--- src/rtl/bullet_pool.sv ---
// Pool of player projectiles: frame-ticked movement, spawn on fire with cooldown,
// retirement on screen exit or hit, and per-slot pixel coverage for the colour mapper.
module bullet_pool #(
   parameter int NUM_BULLETS = 6,
   parameter int SPEED       = 4,
   parameter int BULLET_SIZE = 4,
   parameter int SCREEN_W    = 640,
   parameter int SCREEN_H    = 480,
   parameter int COOLDOWN    = 8
) (
   input  logic                   Clk,
   input  logic                   Reset_n,
   input  logic                   VS,
   input  logic                   fire,
   input  logic                   direction,
   input  logic [9:0]             PlayerX,
   input  logic [9:0]             PlayerY,
   input  logic [9:0]             PlayerWidth,
   input  logic [9:0]             PlayerHeight,
   input  logic [NUM_BULLETS-1:0] hit,
   input  logic [9:0]             DrawX,
   input  logic [9:0]             DrawY,
   output logic [NUM_BULLETS-1:0] bullet_on,
   output logic [4:0]             active_count,
   output logic                   fire_ack,
   output logic                   fire_drop
);

   localparam int          CD_W    = (COOLDOWN < 1) ? 1 : $clog2(COOLDOWN + 1);
   localparam logic [10:0] SPD11   = 11'(SPEED);
   localparam logic [9:0]  SPD10   = 10'(SPEED);
   localparam logic [10:0] BS11    = 11'(BULLET_SIZE);
   localparam logic [9:0]  BS10    = 10'(BULLET_SIZE);
   localparam logic [10:0] XMAX11  = 11'(SCREEN_W - 1);
   localparam logic [10:0] YMAX11  = 11'(SCREEN_H - 1);
   localparam logic [CD_W-1:0] CD_INIT = CD_W'(COOLDOWN);

   logic [1:0]             vs_sync_reg;
   logic                   vs_prev_reg;
   logic                   tick;
   logic                   latch_reg;
   logic [CD_W-1:0]        cooldown_reg;
   logic [NUM_BULLETS-1:0] active_reg;
   logic [NUM_BULLETS-1:0] active_next;
   logic [NUM_BULLETS-1:0] keep;
   logic [NUM_BULLETS-1:0] free;
   logic [NUM_BULLETS-1:0] sel;
   logic [9:0]             x_reg   [NUM_BULLETS];
   logic [9:0]             y_reg   [NUM_BULLETS];
   logic                   dir_reg [NUM_BULLETS];
   logic [9:0]             moved_x [NUM_BULLETS];
   logic [4:0]             count_next;
   logic [10:0]            sum_x11;
   logic [10:0]            spawn_y11;
   logic [9:0]             spawn_x;
   logic                   off_screen;
   logic                   attempt;
   logic                   accept;
   logic                   drop;
   logic [10:0]            dxe;
   logic [10:0]            dye;

   assign tick = vs_sync_reg[1] & ~vs_prev_reg;
   assign dxe  = {1'b0, DrawX};
   assign dye  = {1'b0, DrawY};

   // Per-slot step: a hit retires on any cycle; movement/exit only on a tick.
   generate
      for (genvar gi = 0; gi < NUM_BULLETS; gi++) begin : g_slot
         logic [10:0] xe;
         logic [10:0] ye;
         logic        exits;
         assign xe    = {1'b0, x_reg[gi]};
         assign ye    = {1'b0, y_reg[gi]};
         assign exits = dir_reg[gi] ? ((xe + SPD11) > XMAX11) : (xe < SPD11);
         assign keep[gi] = active_reg[gi] & ~hit[gi] & ~(tick & exits);
         assign moved_x[gi] = dir_reg[gi] ? (x_reg[gi] + SPD10) : (x_reg[gi] - SPD10);
         assign bullet_on[gi] = active_reg[gi] &&
                                (dxe >= xe) && (dxe < xe + BS11) &&
                                (dye >= ye) && (dye < ye + BS11);
      end
   endgenerate

   // Lowest-index free slot, evaluated after retirements so a slot freed this tick is reusable.
   assign free = ~keep;
   assign sel  = free & (~free + NUM_BULLETS'(1));

   assign sum_x11   = {1'b0, PlayerX} + {1'b0, PlayerWidth};
   assign spawn_y11 = {1'b0, PlayerY} + {1'b0, (PlayerHeight >> 1)};
   assign spawn_x   = direction ? sum_x11[9:0] : (PlayerX - BS10);
   assign off_screen = (direction ? (sum_x11 > XMAX11) : (PlayerX < BS10)) ||
                       (spawn_y11 > YMAX11);

   assign attempt = tick & (latch_reg | fire) & (cooldown_reg == '0);
   assign accept  = attempt & (|free) & ~off_screen;
   assign drop    = attempt & ~accept;
   assign active_next = keep | (accept ? sel : '0);

   always_comb begin
      count_next = '0;
      for (int i = 0; i < NUM_BULLETS; i++) begin
         count_next = count_next + 5'(active_next[i]);
      end
   end

   always_ff @(posedge Clk or negedge Reset_n) begin
      if (!Reset_n) begin
         vs_sync_reg  <= '0;
         vs_prev_reg  <= 1'b0;
         latch_reg    <= 1'b0;
         cooldown_reg <= '0;
         active_reg   <= '0;
         active_count <= '0;
         fire_ack     <= 1'b0;
         fire_drop    <= 1'b0;
         for (int i = 0; i < NUM_BULLETS; i++) begin
            x_reg[i]   <= '0;
            y_reg[i]   <= '0;
            dir_reg[i] <= 1'b0;
         end
      end else begin
         vs_sync_reg  <= {vs_sync_reg[0], VS};
         vs_prev_reg  <= vs_sync_reg[1];
         latch_reg    <= tick ? 1'b0 : (latch_reg | fire);
         fire_ack     <= accept;
         fire_drop    <= drop;
         active_reg   <= active_next;
         active_count <= count_next;
         if (accept) begin
            cooldown_reg <= CD_INIT;
         end else if (tick && cooldown_reg != '0) begin
            cooldown_reg <= cooldown_reg - 1'b1;
         end
         for (int i = 0; i < NUM_BULLETS; i++) begin
            if (accept && sel[i]) begin
               x_reg[i]   <= spawn_x;
               y_reg[i]   <= spawn_y11[9:0];
               dir_reg[i] <= direction;
            end else if (tick && active_reg[i]) begin
               x_reg[i]   <= moved_x[i];
            end
         end
      end
   end

endmodule
--- config.mk ---
export PLATFORM = sky130hd
export DESIGN_NAME = bullet_pool
export DESIGN_NICKNAME = d
export VERILOG_FILES = /design/src/rtl/bullet_pool.sv
export SDC_FILE = /design/constraint.sdc
export NUM_CORES = 1
export LEC_CHECK = 0
export CAP_MARGIN = 25
export CORE_UTILIZATION = 30
export CTS_CLUSTER_DIAMETER = 200
export CTS_CLUSTER_SIZE = 30
export DETAILED_ROUTE_END_ITERATION = 12
export PLACE_DENSITY_LB_ADDON = 0.3
export SLEW_MARGIN = 15
export SYNTH_ARGS = -nofsm -noshare
export SYNTH_HDL_FRONTEND = slang
export SYNTH_SLANG_ARGS = --single-unit
--- constraint.sdc ---
create_clock -name Clk -period 10.15 [get_ports Clk]
set_input_delay 1.015 -clock Clk [delete_from_list [all_inputs] [get_ports Clk]]
set_output_delay 1.015 -clock Clk [all_outputs]
set_load 0.05 [all_outputs]
; Yosys cells after proc, flatten, opt, wreduce, memory -nomap -nowiden
; Index checks and enable logic that the tools add are counted.
[classes]
addsub = 34
n_lt_le_gt_ge = 39
n_mux = 30
bitwise_logic = 44
n_reduce_logical = 48
[ops]
columns = op, count
row1 = 2-to-1 mux 10 bit, 19
row2 = "adder 10 x 3 -> 11 bit, second input constant", 12
row3 = < comparator 10 x 11 -> 1 bit, 12
row4 = greater-or-equal comparator 10 bit, 12
row5 = "> comparator 11 x 10 -> 1 bit, second input constant", 7
row6 = "< comparator 10 x 3 -> 1 bit, second input constant", 7
row7 = "subtractor 10 x 3 -> 10 bit, second input constant", 7
row8 = "adder 10 x 3 -> 10 bit, second input constant", 6
row9 = logical AND 1 bit, 37
row10 = AND 1 bit, 24
row11 = inverter 1 bit, 15
row12 = nonzero test 2 bit, 7
row13 = inverter 6 bit, 2
row14 = adder 10 x 10 -> 11 bit, 1
row15 = adder 10 x 9 -> 11 bit, 1
row16 = "> comparator 11 x 9 -> 1 bit, second input constant", 1
row17 = 2-to-1 mux 1 bit, 8
row18 = 2-to-1 mux 4 bit, 2
row19 = "adder 6 x 1 -> 6 bit, second input constant", 1
row20 = AND 6 bit, 1
row21 = 2-to-1 mux 6 bit, 1
row22 = bitwise OR 6 bit, 1
row23 = OR reduction 6 bit, 1
row24 = adder 4 x 1 -> 5 bit, 1
row25 = 9 further kinds, 9
[word_totals]
register_bits = 147
input_bits = 71
output_inout_bits = 13
wordCells = 221

; Longest topological paths before layout
[logic_depth]
ltp_word = 17
mapped_depth = 17
ltp_nobuf = 17

; Least setup slack after synthesis
; OpenSTA, ideal clock, no wires.
[synth_path]
path_kind = input port to output port
startpoint = input port DrawY[0]
endpoint = output port bullet_on[0]
t_arrival_ps = 4780
t_required_ps = 9135
setup_slack_ps = 4355
path_stages = 11
path_buffers = 0
cell_sequence = inv_1 > ha_1 > inv_1 > a21oi_1 > o21bai_1 > a21o_1 > a21oi_1 > o21ai_0 > a31o_2 > a21o_1 > a2111oi_0
[synth_via]
elab_chain_len = 3
elab_cells_between_ends = 4
[synth_lines]
columns = item, line_no
row1 = start: declaration, 22  ; input logic [9:0] DrawY,
row2 = greater-or-equal comparator 10 bit, 80  ; (dye >= ye) && (dye < ye + BS11);
row3 = logical AND 1 bit, 79  ; (dxe >= xe) && (dxe < xe + BS11) &&
row4 = logical AND 1 bit *, 80
row5 = end: declaration, 23  ; output logic [NUM_BULLETS-1:0] bullet_on,
; Mark *: on every way between the ends. The rest lies on a longest branch, timed or not.

; Worst setup path after layout
[layout_path]
startpoint = input port DrawY[2]
endpoint = output port bullet_on[0]
; Same word-level chain as after synthesis.

==> out/results.tsv <==
metric	value	unit
TritonCTS buffer count	17	
Remaining DRCs	0	
Post-synth ARST share	100	%
layout cells sized above 1	6.86	%
Worst Setup Path Type	primary input to output pin	
Area growth, synth to finish	14.2	%
Initial DRT Pass Iterations	4	
insertion delay to the later sink of the worst-skew pair	440	ps
Final Hold Fails	0	
WHS	356	ps
Startpoint Class	primary input	
synthesized cell area	0.0147	mm²
Vias/cell	5.14	
FILL cells	4926	
Slew Viols, Final	0	
Ports	84	
largest net degree at the start of global routing	94	
RSZ-0062 raised after global routing	false	
hold_buf cts	0	
Most used DFF post-synth	dfrtp_1	
fin crit share	60.2	%
nets	2039	
row cnt	80	
Synth Warn #	0	
H-tree depth	4	
DRT antenna net count	0	
antenna cells	0	
drt wl/cell	16.4	µm
critical path fanouts, max	12	
initial antenna violation count	0	
Place WS	4050	ps
top cell type's share of synthesized area	24.7	%
DIE HEIGHT	223	µm
Post-CTS Setup Repair Bufs	0	
post-layout min period	6110	ps
crit path DAT	5100	ps
Yosys cell types	88	
die area	0.0499	mm²
final wirelength	38300	µm
Seq/Total Area, Yosys	24.7	%
Post-synth EDFFs	0	
Power Dens Cells	123	mW/mm²
flops & latches, synth	145	
CTS resizes	0	
worst hold path type	register to register	
vias in the first global route	11579	
die width	223	µm
gpl congestion	0.869	
Setup violations, final	0	
Peak Freq	0.164	GHz
clk buf depth	2	
all-layer global routing usage	15.5	%
Synth area leader	dfrtp_1	
first-pass GRT wire length	61100	µm
DPL Wire Length	29800	µm
status	finished, final reports clean	
Leakage	0.00791	µW
DR vias	11998	
synth top area cells	dfrtp_1 25%, ha_1 22%, xnor2_1 6.7%, mux2i_1 4.4%, inv_1 4.3%	
clk root buf	clkbuf_16	
clock slew at reported path FFs	60	ps
Final WS setup	4040	ps
Syn Area/Cell	8.95	µm²
number of clock sinks	145	
CTS tree	yes	
Least-Margin Pin Slew	983	ps
setup TNS	0	ps
total grt overflow	0	
Core ar.	0.0480	mm²
CP endpoint kind	output pin	
Required @ worst endpoint	9140	ps
starting density of the core	30.6	%
cells after synthesis	1644	
Port Buf Inserts	80	
Slew HR	32.8	%
Post-Route Skew	12.8	ps
initial DRC count	664	
max_cap viols	0	
Peak supply drop	0.118	mV
==> kinds of logic (layout without fill, tap and decap cells) <==
logic type | after synthesis | count (layout) | share of synthesized area (%)
AO/OA/AOI/OAI | 379 | 379 | 16.5
XOR/XNOR | 125 | 125 | 7.44
adder cells (fa/ha/maj) | 262 | 262 | 22.5
buffers and inverters | 225 | 300 | 6.49
flip-flops | 145 | 145 | 24.7
multiplexers | 119 | 119 | 8.97
other | 1 | 2 | 0.0255
AND/OR/NAND/NOR | 388 | 388 | 13.3
==> per-stage QoR <==
step	cells	cell area (µm²)	power, µW	utilization, %
after floorplan	1645	14700	1120	-
after global placement	2299	16100	1310	33.5
after detailed placement	2302	16100	1330	33.5
after CTS	2334	16800	2090	35.0
after global routing	2335	16800	2220	35.0
final	2335	16800	2070	35.0
==> power breakdown <==
| group | total (µW) | internal (µW) | switching, µW |
|---|---|---|---|
| logic | 634 | 273 | 361 |
| clock network | 746 | 484 | 263 |
| registers | 689 | 622 | 66.7 |
| total | 2070 | 1380 | 690 |
==> routing by layer <==
layer | track usage [%] | routed length, µm | vias to the layer above
met5 | 0 | 0 | -
met4 | 4.02 | 546 | 0
met3 | 1.74 | 1140 | 28
met2 | 24.6 | 17100 | 173
met1 | 22.2 | 19600 | 5782
li1 | - | - | 6015
==> Yosys cell counts, types with 21 or more instances <==
cell type and count:
a21oi_1 120, buf_2 21, a21o_1 24, xnor2_1 113, nor3_1 34, mux2_2 31, mux2i_1 64, o21ai_0 78
dfrtp_1 145, nand3_1 64, ha_1 256, nor2_1 99, inv_1 169, nand2_1 79
==> area by class of cell <==
type                    count  area, µm²  share of cell area [%]
clock buffers              21        470                    2.80
clock inverters            11        224                    1.33
inverters                 169        634                    3.78
multi-input cells        1275      10100                    60.3
flip-flops and latches    145       3630                    21.6
well taps                 615        769                    4.58
repair buffers             99        945                    5.62
==> worst paths after layout <==
path | cells past startpoint | from | slack [ps] | to
max in group asynchronous | 2 | Reset_n | 8260 | g_slot[3].xe[1]$_DFFE_PN0P_
min | 0 | vs_sync_reg[0]$_DFF_PN0_ | 360 | vs_sync_reg[1]$_DFF_PN0_
max reg2reg | 14 | g_slot[1].xe[2]$_DFFE_PN0P_ | 5540 | active_count[1]$_DFF_PN0_
max | 10 | DrawY[2] | 4040 | bullet_on[0]
min reg2reg | 0 | vs_sync_reg[0]$_DFF_PN0_ | 360 | vs_sync_reg[1]$_DFF_PN0_
min in group asynchronous | 1 | Reset_n | 660 | g_slot[2].ye[1]$_DFFE_PN0P_
==> worst max-delay path, stage by stage <==
cell and delay (ps):
clkdlybuf4s50_1 740, ha_1 480, o21bai_1 70, a21o_1 180
a21oi_1 170, o21ai_0 130, a31o_2 260, a21o_1 190
a2111oi_0 880, clkdlybuf4s50_1 960
==> cells in the final DEF (no fill, tap or decap), types with 6 or more instances in the layout <==
master / count
ha_1: 256
inv_1: 169
dfrtp_1: 145
a21oi_1: 120
xnor2_1: 113
nor2_1: 99
nand2_1: 79
clkdlybuf4s50_1: 79
o21ai_0: 77
nand3_1: 64
mux2i_1: 64
nor3_1: 34
mux2_2: 31
a21o_1: 24
nand4_1: 19
buf_4: 19
nor4_1: 17
clkbuf_16: 17
mux2_4: 16
nor2b_1: 15
o21bai_1: 14
o211ai_1: 14
a211oi_1: 14
nand2b_1: 13
a31oi_1: 13
xor2_1: 12
o21a_1: 11
a21boi_0: 10
o22ai_1: 10
mux2_1: 8
and3_1: 7
or4_1: 6
o221ai_1: 6
a22oi_1: 6
bufinv_16: 6
No activity file was read; power rests on OpenSTA's default activity.
